--- config.mk ---
export PLATFORM = sky130hd
export DESIGN_NAME = multicycle_sequencer
export DESIGN_NICKNAME = d
export VERILOG_FILES = /design/src/rtl/kgp_ctrl_pkg.sv /design/src/rtl/branch_cond_eval.sv /design/src/rtl/multicycle_sequencer.sv
export SDC_FILE = /design/constraint.sdc
export NUM_CORES = 1
export LEC_CHECK = 0
export BUFFER_PORTS_ARGS = -buffer_cell sky130_fd_sc_hd__buf_2
export CORE_MARGIN = 8
export CORE_UTILIZATION = 55
export DETAILED_ROUTE_END_ITERATION = 8
export GPL_ROUTABILITY_DRIVEN = 0
export HOLD_SLACK_MARGIN = 0.05
export PLACE_DENSITY = 0.86
export SLEW_MARGIN = 10
export SYNTH_ARGS = -nofsm -noshare
export SYNTH_HDL_FRONTEND = slang
export SYNTH_SLANG_ARGS = --single-unit
--- constraint.sdc ---
create_clock -name clk -period 2.55 [get_ports clk]
set_clock_uncertainty 0.1 [all_clocks]
set_input_delay 0.255 -clock clk [delete_from_list [all_inputs] [get_ports clk]]
set_output_delay 0.255 -clock clk [all_outputs]
set_load 0.01 [all_outputs]
--- src/rtl/kgp_ctrl_pkg.sv ---
// Shared control definitions for the KGP-RISC multi-cycle sequencer:
// state encoding, opcode/func codes, PC source selects and the legality helper.
package kgp_ctrl_pkg;

  typedef enum logic [2:0] {
    S_FETCH  = 3'd0,
    S_DECODE = 3'd1,
    S_EXEC   = 3'd2,
    S_MULW   = 3'd3,
    S_MEM    = 3'd4,
    S_WB     = 3'd5,
    S_TRAP   = 3'd6
  } state_t;

  localparam logic [1:0] OP_ALU = 2'b00;
  localparam logic [1:0] OP_MEM = 2'b01;
  localparam logic [1:0] OP_BR  = 2'b11;

  localparam logic [3:0] F_ADD   = 4'd0;
  localparam logic [3:0] F_COMP  = 4'd1;
  localparam logic [3:0] F_MUL   = 4'd2;
  localparam logic [3:0] F_MULU  = 4'd3;
  localparam logic [3:0] F_AND   = 4'd4;
  localparam logic [3:0] F_XOR   = 4'd5;
  localparam logic [3:0] F_SHL   = 4'd6;
  localparam logic [3:0] F_SHR   = 4'd7;
  localparam logic [3:0] F_ADDI  = 4'd10;
  localparam logic [3:0] F_COMPI = 4'd11;
  localparam logic [3:0] F_SHLI  = 4'd12;
  localparam logic [3:0] F_SHRI  = 4'd13;
  localparam logic [3:0] F_SRAI  = 4'd14;
  localparam logic [3:0] F_SRAV  = 4'd15;

  localparam logic [3:0] F_LD = 4'd0;
  localparam logic [3:0] F_ST = 4'd1;

  localparam logic [3:0] F_BR   = 4'd0;
  localparam logic [3:0] F_CALL = 4'd1;
  localparam logic [3:0] F_RET  = 4'd2;
  localparam logic [3:0] F_JR   = 4'd3;
  localparam logic [3:0] F_BZ   = 4'd4;
  localparam logic [3:0] F_BNZ  = 4'd5;
  localparam logic [3:0] F_BS   = 4'd6;
  localparam logic [3:0] F_BNS  = 4'd7;
  localparam logic [3:0] F_BC   = 4'd9;
  localparam logic [3:0] F_BNC  = 4'd10;
  localparam logic [3:0] F_BV   = 4'd11;
  localparam logic [3:0] F_BNV  = 4'd12;

  localparam logic [1:0] PC_SRC_INC = 2'd0;
  localparam logic [1:0] PC_SRC_OFF = 2'd1;
  localparam logic [1:0] PC_SRC_RS  = 2'd2;
  localparam logic [1:0] PC_SRC_R31 = 2'd3;

  // Branch legality comes from branch_cond_eval; ALU and memory rules live here.
  function automatic logic op_legal(input logic [1:0] op, input logic [3:0] func,
                                    input logic br_legal);
    logic ok;
    case (op)
      OP_ALU:  ok = (func != 4'd8) && (func != 4'd9);
      OP_MEM:  ok = (func == F_LD) || (func == F_ST);
      OP_BR:   ok = br_legal;
      default: ok = 1'b0;
    endcase
    return ok;
  endfunction

endpackage

--- src/rtl/branch_cond_eval.sv ---
// Resolves branch taken/legal from the branch func code and the Z/S/C/V flags.
module branch_cond_eval
  import kgp_ctrl_pkg::*;
(
  input  logic [3:0] func,
  input  logic       flag_z,
  input  logic       flag_s,
  input  logic       flag_c,
  input  logic       flag_v,
  output logic       taken,
  output logic       legal
);

  // Condition decode; func 8 and 13-15 are unassigned branch codes.
  always_comb begin
    taken = 1'b0;
    legal = 1'b1;
    case (func)
      F_BR, F_CALL, F_RET, F_JR: taken = 1'b1;
      F_BZ:    taken = flag_z;
      F_BNZ:   taken = ~flag_z;
      F_BS:    taken = flag_s;
      F_BNS:   taken = ~flag_s;
      F_BC:    taken = flag_c;
      F_BNC:   taken = ~flag_c;
      F_BV:    taken = flag_v;
      F_BNV:   taken = ~flag_v;
      default: begin
        taken = 1'b0;
        legal = 1'b0;
      end
    endcase
  end

endmodule

--- src/rtl/multicycle_sequencer.sv ---
// Multi-cycle control FSM for the KGP-RISC core: FETCH/DECODE/EXEC/MULW/MEM/WB/TRAP,
// with bounded handshake waits and a retired-instruction counter.
module multicycle_sequencer
  import kgp_ctrl_pkg::*;
#(
  parameter int WAIT_LIMIT = 255,
  parameter int CNT_W      = 32
) (
  input  logic             clk,
  input  logic             rst,
  input  logic [1:0]       opcode,
  input  logic [3:0]       func,
  input  logic             flag_z,
  input  logic             flag_s,
  input  logic             flag_c,
  input  logic             flag_v,
  input  logic             imem_ready,
  input  logic             dmem_ready,
  input  logic             mul_done,
  output logic             imem_req,
  output logic             ir_load,
  output logic [3:0]       alu_control,
  output logic             alu_src,
  output logic             mul_start,
  output logic             dmem_req,
  output logic             dmem_we,
  output logic             mem_to_reg,
  output logic             reg_write,
  output logic             link_write,
  output logic             flags_write,
  output logic             pc_write,
  output logic [1:0]       pc_src,
  output logic             trap,
  output logic [CNT_W-1:0] retired
);

  localparam int WCW = (WAIT_LIMIT < 2) ? 1 : $clog2(WAIT_LIMIT);
  localparam logic [WCW-1:0] WAIT_LAST = WCW'(WAIT_LIMIT - 1);

  state_t           state_r, state_nxt_s;
  logic [1:0]       op_r;
  logic [3:0]       func_r;
  logic [WCW-1:0]   wait_cnt_r;
  logic [CNT_W-1:0] retired_r;
  logic             taken_s, br_legal_s, retire_s, wait_state_s;
  logic             imem_req_s, ir_load_s, alu_src_s, mul_start_s, dmem_req_s, dmem_we_s;
  logic             mem_to_reg_s, reg_write_s, link_write_s, flags_write_s, pc_write_s, trap_s;
  logic [3:0]       alu_control_s;
  logic [1:0]       pc_src_s;

  branch_cond_eval u_cond (
    .func   (func_r),
    .flag_z (flag_z),
    .flag_s (flag_s),
    .flag_c (flag_c),
    .flag_v (flag_v),
    .taken  (taken_s),
    .legal  (br_legal_s)
  );

  assign wait_state_s = (state_r == S_FETCH) || (state_r == S_MULW) || (state_r == S_MEM);

  // State, instruction latch, wait and retire counters.
  always_ff @(posedge clk) begin
    if (rst) begin
      state_r    <= S_FETCH;
      op_r       <= 2'b00;
      func_r     <= 4'd0;
      wait_cnt_r <= {WCW{1'b0}};
      retired_r  <= {CNT_W{1'b0}};
    end else begin
      state_r <= state_nxt_s;
      if (ir_load_s) begin
        op_r   <= opcode;
        func_r <= func;
      end
      if (state_nxt_s != state_r) begin
        wait_cnt_r <= {WCW{1'b0}};
      end else if (wait_state_s) begin
        wait_cnt_r <= wait_cnt_r + WCW'(1);
      end
      if (retire_s) begin
        retired_r <= retired_r + CNT_W'(1);
      end
    end
  end

  // Next-state and strobe decode; only the handshake that completes a wait is looked at.
  always_comb begin
    state_nxt_s   = state_r;
    retire_s      = 1'b0;
    imem_req_s    = 1'b0;
    ir_load_s     = 1'b0;
    alu_control_s = 4'd0;
    alu_src_s     = 1'b0;
    mul_start_s   = 1'b0;
    dmem_req_s    = 1'b0;
    dmem_we_s     = 1'b0;
    mem_to_reg_s  = 1'b0;
    reg_write_s   = 1'b0;
    link_write_s  = 1'b0;
    flags_write_s = 1'b0;
    pc_write_s    = 1'b0;
    pc_src_s      = PC_SRC_INC;
    trap_s        = 1'b0;
    case (state_r)
      S_FETCH: begin
        imem_req_s = 1'b1;
        if (imem_ready) begin
          ir_load_s   = 1'b1;
          state_nxt_s = S_DECODE;
        end else if (wait_cnt_r == WAIT_LAST) begin
          state_nxt_s = S_TRAP;
        end else begin
          state_nxt_s = S_FETCH;
        end
      end
      S_DECODE: begin
        if (op_legal(op_r, func_r, br_legal_s)) begin
          state_nxt_s = S_EXEC;
        end else begin
          state_nxt_s = S_TRAP;
        end
      end
      S_EXEC: begin
        case (op_r)
          OP_ALU: begin
            alu_control_s = func_r;
            alu_src_s     = (func_r >= F_ADDI);
            if ((func_r == F_MUL) || (func_r == F_MULU)) begin
              mul_start_s = 1'b1;
              state_nxt_s = S_MULW;
            end else begin
              state_nxt_s = S_WB;
            end
          end
          OP_MEM: begin
            alu_src_s   = 1'b1;
            state_nxt_s = S_MEM;
          end
          OP_BR: begin
            pc_write_s  = 1'b1;
            retire_s    = 1'b1;
            state_nxt_s = S_FETCH;
            case (func_r)
              F_CALL: begin
                pc_src_s     = PC_SRC_OFF;
                link_write_s = 1'b1;
              end
              F_RET:   pc_src_s = PC_SRC_R31;
              F_JR:    pc_src_s = PC_SRC_RS;
              default: pc_src_s = taken_s ? PC_SRC_OFF : PC_SRC_INC;
            endcase
          end
          default: state_nxt_s = S_TRAP;
        endcase
      end
      S_MULW: begin
        alu_control_s = func_r;
        if (mul_done) begin
          state_nxt_s = S_WB;
        end else if (wait_cnt_r == WAIT_LAST) begin
          state_nxt_s = S_TRAP;
        end else begin
          state_nxt_s = S_MULW;
        end
      end
      S_MEM: begin
        dmem_req_s = 1'b1;
        dmem_we_s  = (func_r == F_ST);
        if (dmem_ready) begin
          if (func_r == F_ST) begin
            pc_write_s  = 1'b1;
            retire_s    = 1'b1;
            state_nxt_s = S_FETCH;
          end else begin
            state_nxt_s = S_WB;
          end
        end else if (wait_cnt_r == WAIT_LAST) begin
          state_nxt_s = S_TRAP;
        end else begin
          state_nxt_s = S_MEM;
        end
      end
      S_WB: begin
        reg_write_s   = 1'b1;
        mem_to_reg_s  = (op_r == OP_MEM);
        flags_write_s = (op_r == OP_ALU);
        pc_write_s    = 1'b1;
        retire_s      = 1'b1;
        state_nxt_s   = S_FETCH;
      end
      S_TRAP: begin
        trap_s      = 1'b1;
        state_nxt_s = S_TRAP;
      end
      default: state_nxt_s = S_TRAP;
    endcase
  end

  assign imem_req    = imem_req_s    & ~rst;
  assign ir_load     = ir_load_s     & ~rst;
  assign alu_control = rst ? 4'd0 : alu_control_s;
  assign alu_src     = alu_src_s     & ~rst;
  assign mul_start   = mul_start_s   & ~rst;
  assign dmem_req    = dmem_req_s    & ~rst;
  assign dmem_we     = dmem_we_s     & ~rst;
  assign mem_to_reg  = mem_to_reg_s  & ~rst;
  assign reg_write   = reg_write_s   & ~rst;
  assign link_write  = link_write_s  & ~rst;
  assign flags_write = flags_write_s & ~rst;
  assign pc_write    = pc_write_s    & ~rst;
  assign pc_src      = rst ? 2'd0 : pc_src_s;
  assign trap        = trap_s        & ~rst;
  assign retired     = rst ? {CNT_W{1'b0}} : retired_r;

endmodule

==> flow_summary.ini <==
[logic_synthesis]
synthTopCellsByCount = 51 x nor2_1, 49 x dfxtp_1, 30 x nor2b_1, 26 x a21oi_1, 26 x clkbuf_1
ys_seq_area_share_pct = 32.8
synth_area_leaders = dfxtp_1 33%, nor2_1 6.4%, nor2b_1 6.3%
synth_top_area_share_pct = 32.8
syn_inst = 389
synth_fp_nets = 407
ys_warn_count = 0
yosysTopAreaCell = dfxtp_1
synth-edff-count = 0
syn_area_per_cell_um2 = 7.68
ys_ff_latch = 49
async_flop_share_pct = 0
synth.most_common_cell = nor2_1
synth_flop_cell = dfxtp_1
synthesis.area_mm2 = 0.00299
ys_types = 52

[flow_run]
maxCapViolations = 0

[setup_path]
cp_max_fo = 14
cp.depth = 6
cp_top_family = flip-flops
worst-endpoint-required_ps = 2190
crit_top_cell = nor2_1
slowest_stage = dfxtp_1
worstRegToRegCells = 5
crit_path_cell_trace = nor3b_1 > a2bb2o_1 > buf_4 > nor2_1 > nor2_1 > buf_2
cp.arrival_ps = 2000
crit_type = flip-flop to primary output
critical-path-max-stage-delay_ps = 590
cp-end-kind = primary output
startpoint_type = flip-flop
worst-path-buf-inv = 2

[clock_network]
numCtsBuffers = 5
insertion_delay_ps = 300
path_clk_slew_ps = 90
htree_levels = 2
cts_resized = 0
cts_tree = yes
cts_max_path_buffers = 2
root_buffer = clkbuf_8
cts_setup_buffers = 0
clock_sinks = 49
hold_buffers = 0

[power_and_ir_drop]
vdd_drop_max_mv = 0.298
power_frac_clock_pct = 22.5
internal-power_w = 0.00129
sw_frac_of_total_pct = 35.5
p_leak_nw = 1.38
powerDensity_mw_per_mm2 = 573
seqPwrFrac_pct = 44.7
p_switching_w = 0.000707
combPwrFrac_pct = 32.8

[route]
viasPerCell = 5.79
vias = 2993
wl_per_cell_um = 14.0
first_pass_iters = 4
drt-initial-drc-count = 199
antenna_left = 0
drc = 0
routed_wl_um = 7250

[cells_and_area]
nFillCells = 475
fin_nets = 462
multi_input_area_mm2 = 0.00185
final_cells = 517
diodes = 0
design_area_mm2 = 0.00348
syn2layout_area_growth_pct = 16.5
regArea_um2 = 981
layout-drive-gt1-share_pct = 20.7

[timing]
rsz0062_at_grt = false
tns_ps = 0
finalCritPeriodShare_pct = 92.2
tightest_slew_ps = 662
finalCriticalPeriod_ps = 2350
max-slew-margin-rel_pct = 55.8
fmax_mhz = 425
setup-violations-final = 0
hold_violations = 0
slew_violations = 0

[floorplanning]
die_h_um = 89.7
die_area_mm2 = 0.00804
pin_count = 65
core.rowCount = 27
initial_core_util_pct = 55.6
chipWidth_um = 89.7
core_area_mm2 = 0.00537

[place]
dp.cells = 509
place_area_mm2 = 0.00340
io_buffers = 64
dp_hpwl_um = 5380

[worst_hold_path]
worstHoldPathType = primary input to flip-flop
worstHoldPathCells = 3

[global_route]
grt_pass1_wl_um = 12400
grt_use_total_pct = 19.1
antenna_found_initial = 0
overflow = 0
grt_max_degree = 72
grt_pass1_vias = 2866

[outcome]
outcome = complete, no violations
-- placed cells by master (no fill, tap or decap), drive strengths merged, types with 12 or more instances in the layout --
| cell type | Yosys | layout |
|---|---|---|
| a21oi | 26 | 26 |
| buf | 3 | 77 |
| dfxtp | 49 | 49 |
| inv | 13 | 13 |
| nand2 | 21 | 21 |
| nor2 | 51 | 51 |
| nor2b | 30 | 30 |
| o21ai | 17 | 17 |
| or3 | 12 | 12 |
| xor2 | 16 | 16 |
-- per-layer routing --
layer	wire (um)	vias to the layer above	GRT usage, %	share of wire, %
li1	-	1491	-	-
met4	114	0	6.50	1.6
met2	3620	90	33.4	50
met1	3090	1399	22.6	43
met5	0	-	0	0
met3	417	13	3.82	5.8
-- path summary, 6_finish.rpt --
check        slack (ps)                       start                         end
max                 200       state_r[0]$_SDFF_PP0_                    pc_write
min                  90                   opcode[0]        op_r[0]$_SDFFE_PP0P_
max reg2reg         300      func_r[1]$_SDFFE_PP0P_  retired_r[30]$_SDFFE_PP0P_
min reg2reg         390  retired_r[31]$_SDFFE_PP0P_  retired_r[31]$_SDFFE_PP0P_
-- layout make-up --
class | instances | area share [%]
multi-input combinational | 298 | 53.0
sequential | 49 | 28.2
timing repair buffer | 77 | 12.4
tap | 72 | 2.59
clock buffer | 7 | 2.19
inverter | 13 | 1.40
clock inverter | 1 | 0.216
-- kinds of logic after synthesis --
| kind of cell | count (synthesis) | share of synthesized area [%] |
|---|---|---|
| buffers and inverters | 42 | 5.36 |
| AOI/OAI and AO/OA | 84 | 18.3 |
| and+or+nand+nor | 183 | 33.6 |
| xor gates and xnor gates | 20 | 5.86 |
| DFF | 49 | 32.8 |
| adders and majority gates | 3 | 1.26 |
| muxes | 8 | 2.72 |
-- stage by stage --
step | worst slack, ps | hold slack (ps) | util [%] | power (W)
finish | 199 | 92.2 | 64.8 | 0.00199
global route | 52.1 | 118 | 64.8 | 0.00213
CTS | 193 | 84.3 | 64.8 | 0.00200
detailed placement | 318 | 380 | 63.2 | 0.00156
global placement | 365 | 358 | 63.2 | 0.00154
floorplan | 450 | 302 | - | 0.00139
-- worst min-delay path: stages --
cell and delay [ps]:
buf_2 70, mux2i_1 60, nor2_1 70
-- power by group through the flow --
stage,Sequential (W),Combinational (W),Clock [W]
6_report,0.000891,0.000654,0.000450
2_1_floorplan,0.000864,0.000529,0
4_1_cts,0.000890,0.000649,0.000465
3_3_place_gp,0.000903,0.000633,0
3_5_place_dp,0.000909,0.000647,0
5_1_grt,0.000902,0.000729,0.000495
-- registers in the layout (all words and copies together) (netlist names) --
register    flops
wait_cnt_r      8
state_r         3
retired_r      32
op_r            2
func_r          4
No activity file was read; power rests on OpenSTA's default activity.
